--- src/rtl/load_unit.sv ---
// load_unit: MEM-stage load unit with bus handshake, lane alignment and extension.
// Define MISALIGN_SPLIT_EN to service misaligned loads (crossing ones in two beats).
module load_unit #(
  parameter int DATA_W = 64,
  parameter int ADDR_W = 64
) (
  input  logic              clk,
  input  logic              rst_n,
  input  logic              req_valid,
  output logic              req_ready,
  input  logic [ADDR_W-1:0] req_addr,
  input  logic [2:0]        req_msize,
  input  logic              req_unsigned,
  output logic              dbus_valid,
  output logic [ADDR_W-1:0] dbus_addr,
  output logic [2:0]        dbus_size,
  input  logic              dbus_ok,
  input  logic [DATA_W-1:0] dbus_data,
  output logic              resp_valid,
  output logic [DATA_W-1:0] resp_data,
  output logic              resp_misalign
);

  localparam int NB  = DATA_W / 8;
  localparam int LNB = $clog2(NB);
  localparam logic [2:0] FULL = 3'(LNB);

  typedef enum logic [1:0] {
    IDLE,
    BEAT0,
`ifdef MISALIGN_SPLIT_EN
    BEAT1,
`endif
    RESP
  } state_t;

  state_t           state;
  logic [LNB-1:0]   off_q;
  logic [2:0]       msz_q;
  logic             uns_q;

  logic [2:0]       in_msz;
  logic [LNB-1:0]   in_off;
`ifdef MISALIGN_SPLIT_EN
  logic             in_cross;
  logic             split_q;
  logic [DATA_W-1:0] beat_buf;
`else
  logic [LNB-1:0]   sz_mask;
  logic             in_mis;
`endif

  // Shift the lane pair down to the byte offset, then sign/zero extend.
  function automatic logic [DATA_W-1:0] extract(
    input logic [2*DATA_W-1:0] cat,
    input logic [LNB-1:0]      off,
    input logic [2:0]          msz,
    input logic                uns
  );
    logic [2*DATA_W-1:0] sh;
    logic [DATA_W-1:0]   r;
    logic [DATA_W-1:0]   tmp;
    logic [DATA_W-1:0]   mask;
    logic                sgn;
    int                  w;
    sh   = cat >> {off, 3'b000};
    r    = sh[DATA_W-1:0];
    w    = 8 << msz;
    tmp  = r >> (w - 1);
    sgn  = (w < DATA_W) ? (~uns & tmp[0]) : 1'b0;
    mask = (w < DATA_W) ? ({DATA_W{1'b1}} << w) : '0;
    return sgn ? (r | mask) : (r & ~mask);
  endfunction

  // Decode the incoming request: clamped size, lane offset, alignment.
  always_comb begin
    in_msz = (req_msize > FULL) ? FULL : req_msize;
    in_off = req_addr[LNB-1:0];
`ifdef MISALIGN_SPLIT_EN
    in_cross = (int'(in_off) + (1 << in_msz)) > NB;
`else
    sz_mask = LNB'((1 << in_msz) - 1);
    in_mis  = |(in_off & sz_mask);
`endif
  end

  // Load sequencer with registered handshake and response outputs.
  always_ff @(posedge clk or negedge rst_n) begin
    if (!rst_n) begin
      state         <= IDLE;
      req_ready     <= 1'b1;
      dbus_valid    <= 1'b0;
      dbus_addr     <= '0;
      dbus_size     <= '0;
      resp_valid    <= 1'b0;
      resp_data     <= '0;
      resp_misalign <= 1'b0;
      off_q         <= '0;
      msz_q         <= '0;
      uns_q         <= 1'b0;
`ifdef MISALIGN_SPLIT_EN
      split_q       <= 1'b0;
      beat_buf      <= '0;
`endif
    end else begin
      unique case (state)
        IDLE: begin
          if (req_valid) begin
            req_ready <= 1'b0;
            off_q     <= in_off;
            msz_q     <= in_msz;
            uns_q     <= req_unsigned;
`ifdef MISALIGN_SPLIT_EN
            state      <= BEAT0;
            dbus_valid <= 1'b1;
            split_q    <= in_cross;
            if (in_cross) begin
              dbus_addr <= {req_addr[ADDR_W-1:LNB], {LNB{1'b0}}};
              dbus_size <= FULL;
            end else begin
              dbus_addr <= req_addr;
              dbus_size <= in_msz;
            end
`else
            if (in_mis) begin
              state         <= RESP;
              resp_valid    <= 1'b1;
              resp_misalign <= 1'b1;
              resp_data     <= '0;
            end else begin
              state      <= BEAT0;
              dbus_valid <= 1'b1;
              dbus_addr  <= req_addr;
              dbus_size  <= in_msz;
            end
`endif
          end
        end
        BEAT0: begin
          if (dbus_ok) begin
`ifdef MISALIGN_SPLIT_EN
            if (split_q) begin
              beat_buf  <= dbus_data;
              dbus_addr <= dbus_addr + ADDR_W'(NB);
              state     <= BEAT1;
            end else begin
              state         <= RESP;
              dbus_valid    <= 1'b0;
              resp_valid    <= 1'b1;
              resp_misalign <= 1'b0;
              resp_data     <= extract({{DATA_W{1'b0}}, dbus_data},
                                       off_q, msz_q, uns_q);
            end
`else
            state         <= RESP;
            dbus_valid    <= 1'b0;
            resp_valid    <= 1'b1;
            resp_misalign <= 1'b0;
            resp_data     <= extract({{DATA_W{1'b0}}, dbus_data},
                                     off_q, msz_q, uns_q);
`endif
          end
        end
`ifdef MISALIGN_SPLIT_EN
        BEAT1: begin
          if (dbus_ok) begin
            state         <= RESP;
            dbus_valid    <= 1'b0;
            resp_valid    <= 1'b1;
            resp_misalign <= 1'b0;
            resp_data     <= extract({dbus_data, beat_buf},
                                     off_q, msz_q, uns_q);
          end
        end
`endif
        RESP: begin
          state         <= IDLE;
          resp_valid    <= 1'b0;
          resp_misalign <= 1'b0;
          req_ready     <= 1'b1;
        end
        default: state <= IDLE;
      endcase
    end
  end

endmodule
--- config.mk ---
export PLATFORM = sky130hd
export DESIGN_NAME = load_unit
export DESIGN_NICKNAME = d
export VERILOG_FILES = /design/src/rtl/load_unit.sv
export SDC_FILE = /design/constraint.sdc
export NUM_CORES = 1
export LEC_CHECK = 0
export ABC_AREA = 1
export BUFFER_PORTS_ARGS = -buffer_cell sky130_fd_sc_hd__buf_2
export CORE_MARGIN = 2
export CORE_UTILIZATION = 30
export CTS_CLUSTER_SIZE = 14
export DETAILED_ROUTE_END_ITERATION = 10
export GPL_TIMING_DRIVEN = 1
export PLACE_DENSITY_LB_ADDON = 0.1
export SKIP_CTS_REPAIR_TIMING = 1
export SLEW_MARGIN = 10
export SYNTH_ARGS = -nofsm -noshare
export SYNTH_HDL_FRONTEND = slang
export SYNTH_SLANG_ARGS = --single-unit
--- constraint.sdc ---
create_clock -name clk -period 2.4 [get_ports clk]
set_input_delay 0.36 -clock clk [delete_from_list [all_inputs] [get_ports clk]]
set_output_delay 0.36 -clock clk [all_outputs]
set_load 0.05 [all_outputs]
# After elaboration in Yosys (flattened, before gate mapping)
# Cells that the tools add are included.
word_totals:
  reg_bits: 144
  latchBits: 0
  ramBits: 0
  rom_bits: 0
  in_bits: 136
  output_inout_bits: 135
  wordCells: 68
  n_memories: 0
classes:
  n_addsub: 2
  mul: 0
  div: 0
  order_cmp: 2
  n_eq_ne: 6
  shifts: 5
  n_mux: 23
  bitwise_logic: 7
  n_reduce_logical: 12
op_table:
  columns: ["cell", "count"]
  rows:
  - ["two-way mux 64 bit", 5]
  - ["one-hot mux 64 bit (2 select lines)", 1]
  - ["AND 64 bit", 1]
  - ["inverter 64 bit", 1]
  - ["bitwise OR 64 bit", 1]
  - ["left shift 64 x 32 -> 64 bit (first input constant)", 1]
  - [">> shifter 64 x 32 -> 1 bit", 1]
  - [">> shifter 64 x 6 -> 64 bit", 1]
  - ["< comparator 32 x 8 -> 1 bit (second input constant)", 1]
  - ["left shift 4 x 3 -> 32 bit (first input constant)", 1]
  - ["subtractor 32 x 2 -> 32 bit (second input constant)", 1]
  - ["AND reduction 4 bit", 3]
  - ["two-way mux 1 bit", 8]
  - ["inequality test 2 bit (second input constant)", 4]
  - ["two-way mux 2 bit", 3]
  - ["one-hot mux 1 bit (3 select lines)", 2]
  - ["AND reduction 2 bit", 3]
  - ["one-hot mux 1 bit (2 select lines)", 2]
  - ["one-hot mux 2 bit (2 select lines)", 1]
  - ["nonzero test 2 bit", 2]
  - ["AND 3 bit", 1]
  - ["> comparator 3 x 2 -> 1 bit (second input constant)", 1]
  - ["two-way mux 3 bit", 1]
  - ["AND reduction 3 bit", 1]
  - ["9 further kinds", 10]

# Longest topological paths before layout
# Gate-level depths: netlist (run 1).
depth:
  word_depth: 9
  ltp_mapped: 15
  mapped_depth_nobuf: 13

# Worst setup path before layout (run 1)
# No wires, ideal clock.
synth_timing:
  path_type: "register -> register"
  startpoint: "reg msz_q[2]"
  endpoint: "reg resp_data[16]"
  setup_ps: 66
  arrival_time_ps: 1827
  required_time_ps: 2334
  path_slack_ps: 508
  path_stages_with_launch: 13
  n_path_buf: 2
  period_less_slack_ps: 1892
  cell_sequence: "dfrtp_1 inv_1 nand3_2 buf_2 ha_1 a21oi_1 a21oi_1 a21oi_2 nand2_4 nand2_4 buf_6 nand2_1 nand2_1"
synth_via:
  elab_chain_cells: 8
  word_cells_on_any_way: 14
  classes_between: "1 x add/sub; 1 x order compare; 3 x shift; 5 x mux; 4 x bitwise"
synth_lines:
  columns: ["item", "line_no", "text"]
  rows:
  - ["start, declared", "39", "logic [2:0] msz_q;"]
  - ["start signal, assigned", "111", "msz_q <= in_msz;"]
  - ["left shift 4 x 3 -> 32 bit *", "68", "w = 8 << msz;"]
  - ["subtractor 32 x 2 -> 32 bit, or another cell as far along", "69", "tmp = r >> (w - 1);"]
  - [">> shifter 64 x 32 -> 1 bit or two-way mux 64 bit (tied branches)", "69, 71", null]
  - ["AND 1 bit or inverter 64 bit (tied branches)", "70, 72", null]
  - ["two-way mux 1 bit or AND 64 bit (tied branches)", "70, 72", null]
  - ["two-way mux 64 bit *", "72", "return sgn ? (r | mask) : (r & ~mask);"]
  - ["two-way mux 64 bit *", "140", "if (dbus_ok) begin"]
  - ["one-hot mux 64 bit (2 select lines) *", "106", "unique case (state)"]
  - ["end signal, assigned", "159", "resp_data <= extract({{DATA_W{1'b0}}, dbus_data},"]
  - ["end, declared", "20", "output logic [DATA_W-1:0] resp_data,"]
# Every way passes the cells marked *; elsewhere a longest branch is shown, timed or not. The select of a mux whose other input is x is not followed.
# A chain may end at the register's enable or synchronous reset.

# Worst setup path in the final report (run 1)
layout_timing:
  startpoint: "reg off_q[0]"
  endpoint: "reg resp_data[9]"
layout_via:
  elab_chain_cells: 7
  word_cells_on_any_way: 9
  classes_between: "2 x shift; 4 x mux; 3 x bitwise"
layout_lines:
  columns: ["item", "line_no", "text"]
  rows:
  - ["start, declared", "38", "logic [LNB-1:0] off_q;"]
  - ["start signal, assigned", "110", "off_q <= in_off;"]
  - [">> shifter 64 x 6 -> 64 bit *", "66", "sh = cat >> {off, 3'b000};"]
  - [">> shifter 64 x 32 -> 1 bit", "69", null]
  - ["AND 1 bit", "70", "sgn = (w < DATA_W) ? (~uns & tmp[0]) : 1'b0;"]
  - ["two-way mux 1 bit", "70", null]
  - ["two-way mux 64 bit *", "72", null]
  - ["two-way mux 64 bit *", "140", null]
  - ["one-hot mux 64 bit (2 select lines) *", "106", null]
# Marks and branches as above.

==> flow_summary_export.csv, run 1 <==
group,metric,value,unit
run_status,status,"completed",
pwr,leakagePower,0.005783,uW
placed_design,dp_hpwl,20380,um
critical_path,path_delay_family,"simple AND/OR/NAND/NOR gates",
critical_path,worstSetupPathType,"register to register",
floorplan,dieArea,27530,um2
yosys,syn_nets,1226,
placed_design,place_congestion,0.8065,
clock_tree,cts.clk_slew.worst_paths,0.07,ns
critical_path,crit_buf_inv,1,
floorplan,io_pins,271,
detailed_routing,drt_iter0_drc,649,
critical_path,end_kind,"register",
clock_tree,root_buffer,"clkbuf_16",
critical_path,reg2reg_from,"off_q[0]",
layout,drive_above_1_share,26.80,%
global_routing,grt_pass1_vias,7692,
timing,worst_slack,0.2922,ns
yosys,yosysTopAreaCellShare,45.50,%
critical_path,reg2reg_slack,0.29,ns
floorplan,start_util,30.35,%
global_routing,grt_overflow,0,
floorplan,die_h,165.9,um
yosys,yosysUniqueCellTypes,34,
detailed_routing,vias,7843,
yosys,avgSynthCellArea,7.256,um2
clock_tree,insertion_delay,0.43,ns
placed_design,pre_cts_ws,0.1341,ns
yosys,ys_seq_area_share,45.83,%
timing,rsz0062_at_grt,"false",
timing,max-slew-margin-rel,59.14,%
critical_path,arrival,2.46,ns
clock_tree,clock_sinks,144,
placed_design,io_buffers,270,
critical_path,path_common_cell,"nand2_1",
detailed_routing,via_per_inst,4.660,
timing,hold_slack,0.1241,ns
timing,finClkSkew,0.01341,ns
critical_path,worstPathMaxFanout,8,
layout,instances_no_fill,1683,
min_path,hp-class,"input pin to register",
timing,setup_violations,0,
floorplan,rows,59,
detailed_routing,drt-total-wl,27560,um
yosys,synth_area_leaders,"dfrtp_1, nand2_1, nand3_1",
clock_tree,h-tree-depth,4,
critical_path,r2r_end,"resp_data[9]",
global_routing,grt_pass1_wl,43310,um
timing,fmax,0.4744,GHz
yosys,synth_cells,1084,
yosys,yosys.area.top_type,"dfrtp_1",
detailed_routing,drc,0,
critical_path,crit_cells,11,
timing,timing.final.crit_share,87.82,%
critical_path,cp-start-kind,"register",
yosys,synth-warning-count,0,
detailed_routing,dr.pass1.iters,5,
flow_run,drv_cap,0,
placed_design,dp_cells,1649,
detailed_routing,antenna_left,0,
timing,post-route-min-period,2.108,ns
critical_path,cpMaxStageDelayCell,"dfrtp_2",
timing,slew_violations,0,
layout,finish.utilization,39.48,%
clock_tree,cts_tree,"yes",
timing,hold_viol_final,0,
critical_path,crit_path_max_incr_delay,0.49,ns
timing,fin_tns_setup,0,ns
global_routing,grt_max_degree,71,
pwr,ir_worst_vdd,823.4,uV
floorplan,core_area,25910,um2
detailed_routing,wire_per_inst,16.37,um
critical_path,worstSetupStartpoint,"off_q[0]",
global_routing,antenna_found_initial,1,
critical_path,reg2reg_depth,11,
critical_path,crit_chain,"inv_2, nand2_1, nand3_2, nand3_1, nand2_1, nand3_1, a21oi_2, nand2_4, nand2_1, nand2_1, nand2_1",
layout,area_growth,30.05,%
clock_tree,clk_path_buf_depth,2,
yosys,ys_ff_latch,144,
timing,worst_pin_slew,0.6130,ns
floorplan,die_w,165.9,um
clock_tree,numCtsBuffers,17,
critical_path,crit_end,"resp_data[9]",
pwr,power_density,1654,nW/um2
yosys,syn-cell-area,7865,um2
global_routing,grt_usage,19.91,%
layout,nNetsFinal,1476,
critical_path,required,2.76,ns
-- layout make-up --
cell class / instances / area, um2
timing repair buffer: 301 / 1718
inverter: 46 / 172.7
clock inverter: 15 / 191.4
clock buffer: 17 / 425.4
fill: 2796 / 15680
sequential: 144 / 3606
antenna: 1 / 2.502
tap: 335 / 419.2
multi-input combinational: 824 / 3694
-- worst min path at each step --
stage | start | depth (start not counted) | end | slack [ns]
after global placement | rst_n | 1 | resp_data[4] | 0.38
final | req_addr[63] | 3 | dbus_addr[63] | 0.12
after CTS | rst_n | 1 | resp_data[4] | -0.08
after global routing | req_addr[30] | 3 | dbus_addr[30] | 0.10
after floorplan | rst_n | 0 | dbus_addr[0] | 0.06
after detailed placement | rst_n | 1 | resp_data[4] | 0.38
-- flip-flops by register name (all words and copies together), names as in the netlist --
register and count:
dbus_addr 64, resp_data 64, dbus_size 3, msz_q 3, off_q 3, state 2
dbus_valid 1, req_ready 1, resp_misalign 1, resp_valid 1, uns_q 1
-- placed cells by master (no fill, tap or decap), drive strengths merged, types with 2 or more instances in the layout --
cell type and count:
o211ai 12, a31oi 21, a21oi 53, nand2 527, inv 54, buf 300
clkbuf 17, or2 13, o21a 3, ha 6, clkinv 5, o21ai 80
dfrtp 143, bufinv 2, mux2i 9, nor2 30, nand3 65
-- routing by layer --
layer | share of wire, % | global-route usage, % | up-vias
met5 | 0 | 0 | -
met4 | 2.1 | 5.822 | 0
met3 | 8.1 | 6.625 | 36
met2 | 45 | 31.05 | 275
met1 | 45 | 26.37 | 3572
li1 | - | - | 3960
-- Yosys cell counts (all sizes together) --
cell type and count:
a22o 1, inv 46, buf 46, nand3 65, nor2 30, a22oi 1, o211ai 12, and2 1
dfrtp 143, ha 6, dfstp 1, nand4 1, xor2 1, o21ai 80, a21oi 53, or2 13
a31oi 21, mux2i 9, o21a 3, clkbuf 24, nand2 527
-- where the power goes --
part	switching [uW]	total (uW)	internal, uW
clock	1240	2830	1590
combinational	7540	10100	2520
sequential	609	4020	3410
total	9390	16900	7520
-- cell families after synthesis --
| family | count (synthesis) | share of synthesized area (%) |
|---|---|---|
| and+or+nand+nor | 637 | 32.84 |
| muxes | 9 | 1.145 |
| DFF | 144 | 45.83 |
| adders and majority gates | 6 | 0.9545 |
| xor gates and xnor gates | 1 | 0.1114 |
| AOI/OAI and AO/OA | 171 | 11.92 |
| buffers and inverters | 116 | 7.206 |
-- stage by stage --
stage | cell area (um2) | total power [uW]
4_1_cts | 10220 | 17080
2_1_floorplan | 7865 | 11450
3_3_place_gp | 9599 | 14180
5_1_grt | 10230 | 18070
6_report | 10230 | 16910
3_5_place_dp | 9599 | 14180
-- worst register-to-register path, cell delays in order (launching register included) --
cell	delay, ns
dfrtp_2	0.49
inv_2	0.17
nand2_1	0.10
nand3_2	0.08
nand3_1	0.16
nand2_1	0.11
nand3_1	0.11
a21oi_2	0.20
nand2_4	0.10
nand2_1	0.29
nand2_1	0.14
nand2_1	0.09
No activity file was read; power rests on OpenSTA's default activity.
==> run 2, diff against run 1 <==
Settings changed: CTS_CLUSTER_SIZE 14 to unset.
Clock period 2.4 ns to 1.9 ns, I/O delays scaled along.
==> run 2 against run 1 <==
  * Fmax is 12% higher
  * Die area unchanged
  * Critical path depth decreased by 1
  * Register-to-register slack worse by 0.27 ns
==> flow_summary_export.csv, run 2 (same netlist as run 1, synthesis figures left out) <==
group,metric,value,unit
run_status,status,"completed",
critical_path,cp-start-kind,"register",
timing,hold_viol_final,0,
global_routing,grt_usage,20.22,%
critical_path,worstPathMaxFanout,16,
clock_tree,clock_sinks,144,
global_routing,grt_max_degree,63,
timing,post-route-min-period,1.877,ns
global_routing,grt_overflow,0,
timing,max-slew-margin-rel,71.71,%
detailed_routing,via_per_inst,4.636,
floorplan,rows,59,
clock_tree,root_buffer,"clkbuf_16",
placed_design,io_buffers,270,
detailed_routing,antenna_left,0,
layout,diodes,0,
timing,slew_violations,0,
detailed_routing,drt_iter0_drc,455,
timing,worst_pin_slew,0.4200,ns
timing,rsz0062_at_grt,"true",
detailed_routing,drc,0,
floorplan,dieArea,27530,um2
timing,worst_slack,0.02291,ns
clock_tree,numCtsBuffers,17,
timing,fin_tns_setup,0,ns
timing,finClkSkew,0.01624,ns
critical_path,worstSetupPathType,"register to register",
layout,nNetsFinal,1545,
layout,layout_commonest_cell,"nand2_1",
placed_design,dp_hpwl,20970,um
layout,largestRegisters,"dbus_addr x64, resp_data x64",
floorplan,io_pins,271,
pwr,power_density,2083,nW/um2
clock_tree,cts_tree,"yes",
pwr,ir_worst_vdd,749.7,uV
detailed_routing,vias,8117,
critical_path,arrival,2.25,ns
global_routing,grt_pass1_vias,8000,
timing,timing.final.crit_share,98.79,%
critical_path,required,2.28,ns
placed_design,place_congestion,0.8302,
layout,drive_above_1_share,33.69,%
detailed_routing,drt-total-wl,28390,um
clock_tree,h-tree-depth,4,
detailed_routing,wire_per_inst,16.21,um
timing,fmax,0.5327,GHz
detailed_routing,dr.pass1.iters,7,
critical_path,end_kind,"register",
global_routing,antenna_found_initial,0,
floorplan,core_area,25910,um2
floorplan,die_h,165.9,um
layout,area_growth,40.85,%
placed_design,place_area,10140,um2
floorplan,die_w,165.9,um
flow_run,drv_cap,0,
global_routing,grt_pass1_wl,44350,um
layout,stdcell_area,11080,um2
timing,setup_violations,0,
min_path,hp-class,"input pin to register",
placed_design,pre_cts_ws,-0.1604,ns
critical_path,reg2reg_depth,10,
clock_tree,clk_path_buf_depth,2,
floorplan,start_util,30.35,%
min_path,hold_depth,3,
pwr,leakagePower,0.006181,uW
clock_tree,cts.clk_slew.worst_paths,0.08,ns
layout,most-common-layout-cells,"nand2_1, buf_2, dfrtp_1",
clock_tree,insertion_delay,0.43,ns
run 2: cell types whose count changed in the layout (fill, tap and decap cells not counted), moves of 4 or more:
| cell | change |
|---|---|
| buf_4 | +57 |
| nand2_1 | -15 |
| nand2_2 | +15 |
| o21ai_0 | -12 |
| o21ai_2 | +9 |
| nand3_1 | -6 |
| nand3_2 | +6 |
| buf_12 | +5 |
| buf_6 | +5 |
| a21oi_1 | -4 |
| a21oi_2 | +4 |
run 2: where the power goes:
part           switching [uW]  internal, uW
Clock                    1680          1930
Sequential                739          4310
Combinational           10100          4350
run 2: worst max-delay path: stages (launching register included):
cell and delay (ns):
dfrtp_2 0.48, buf_6 0.18, nor2_2 0.14, nand3_2 0.10, a21oi_2 0.15, a21oi_2 0.07, a21oi_2 0.18, nand2_4 0.11
nand2_4 0.21, nand2_1 0.13, nand2_1 0.08
run 2: worst paths after layout:
kind,start,to,slack (ns)
max,off_q[0],resp_data[26],0.02
min in group asynchronous,rst_n,resp_data[23],0.27
max reg2reg,off_q[0],resp_data[26],0.02
min reg2reg,dbus_addr[58],dbus_addr[58],0.46
min,req_addr[34],dbus_addr[34],0.04
max in group asynchronous,rst_n,resp_data[39],0.99
run 2: layout make-up:
cell class	instances	area, um2
clock inverters	15	205.2
flip-flops and latches	144	3606
multi-input cells	825	3906
well taps	335	419.2
inverters	46	188.9
fillers	2796	14830
clock buffers	17	425.4
repair buffers	369	2327
run 2: metal layers:
| layer | part of all wire (%) | wire length, um | track usage [%] |
|---|---|---|---|
| met5 | 0 | 0 | 0 |
| met1 | 45 | 12770 | 26.80 |
| met4 | 1.3 | 356 | 4.575 |
| met2 | 46 | 13010 | 32.51 |
| met3 | 7.9 | 2255 | 6.268 |
run 2: per-stage QoR:
stage                     hold slack, ns  utilization (%)  total power, uW  cells
after global routing             0.03939            42.75            24600   1751
after global placement            0.1704            39.14            18860   1713
after detailed placement          0.1699            39.14            18850   1713
final                            0.04371            42.75            23070   1751
after floorplan                 -0.01059                -            14470   1084
after CTS                        -0.3037            41.58            22560   1745
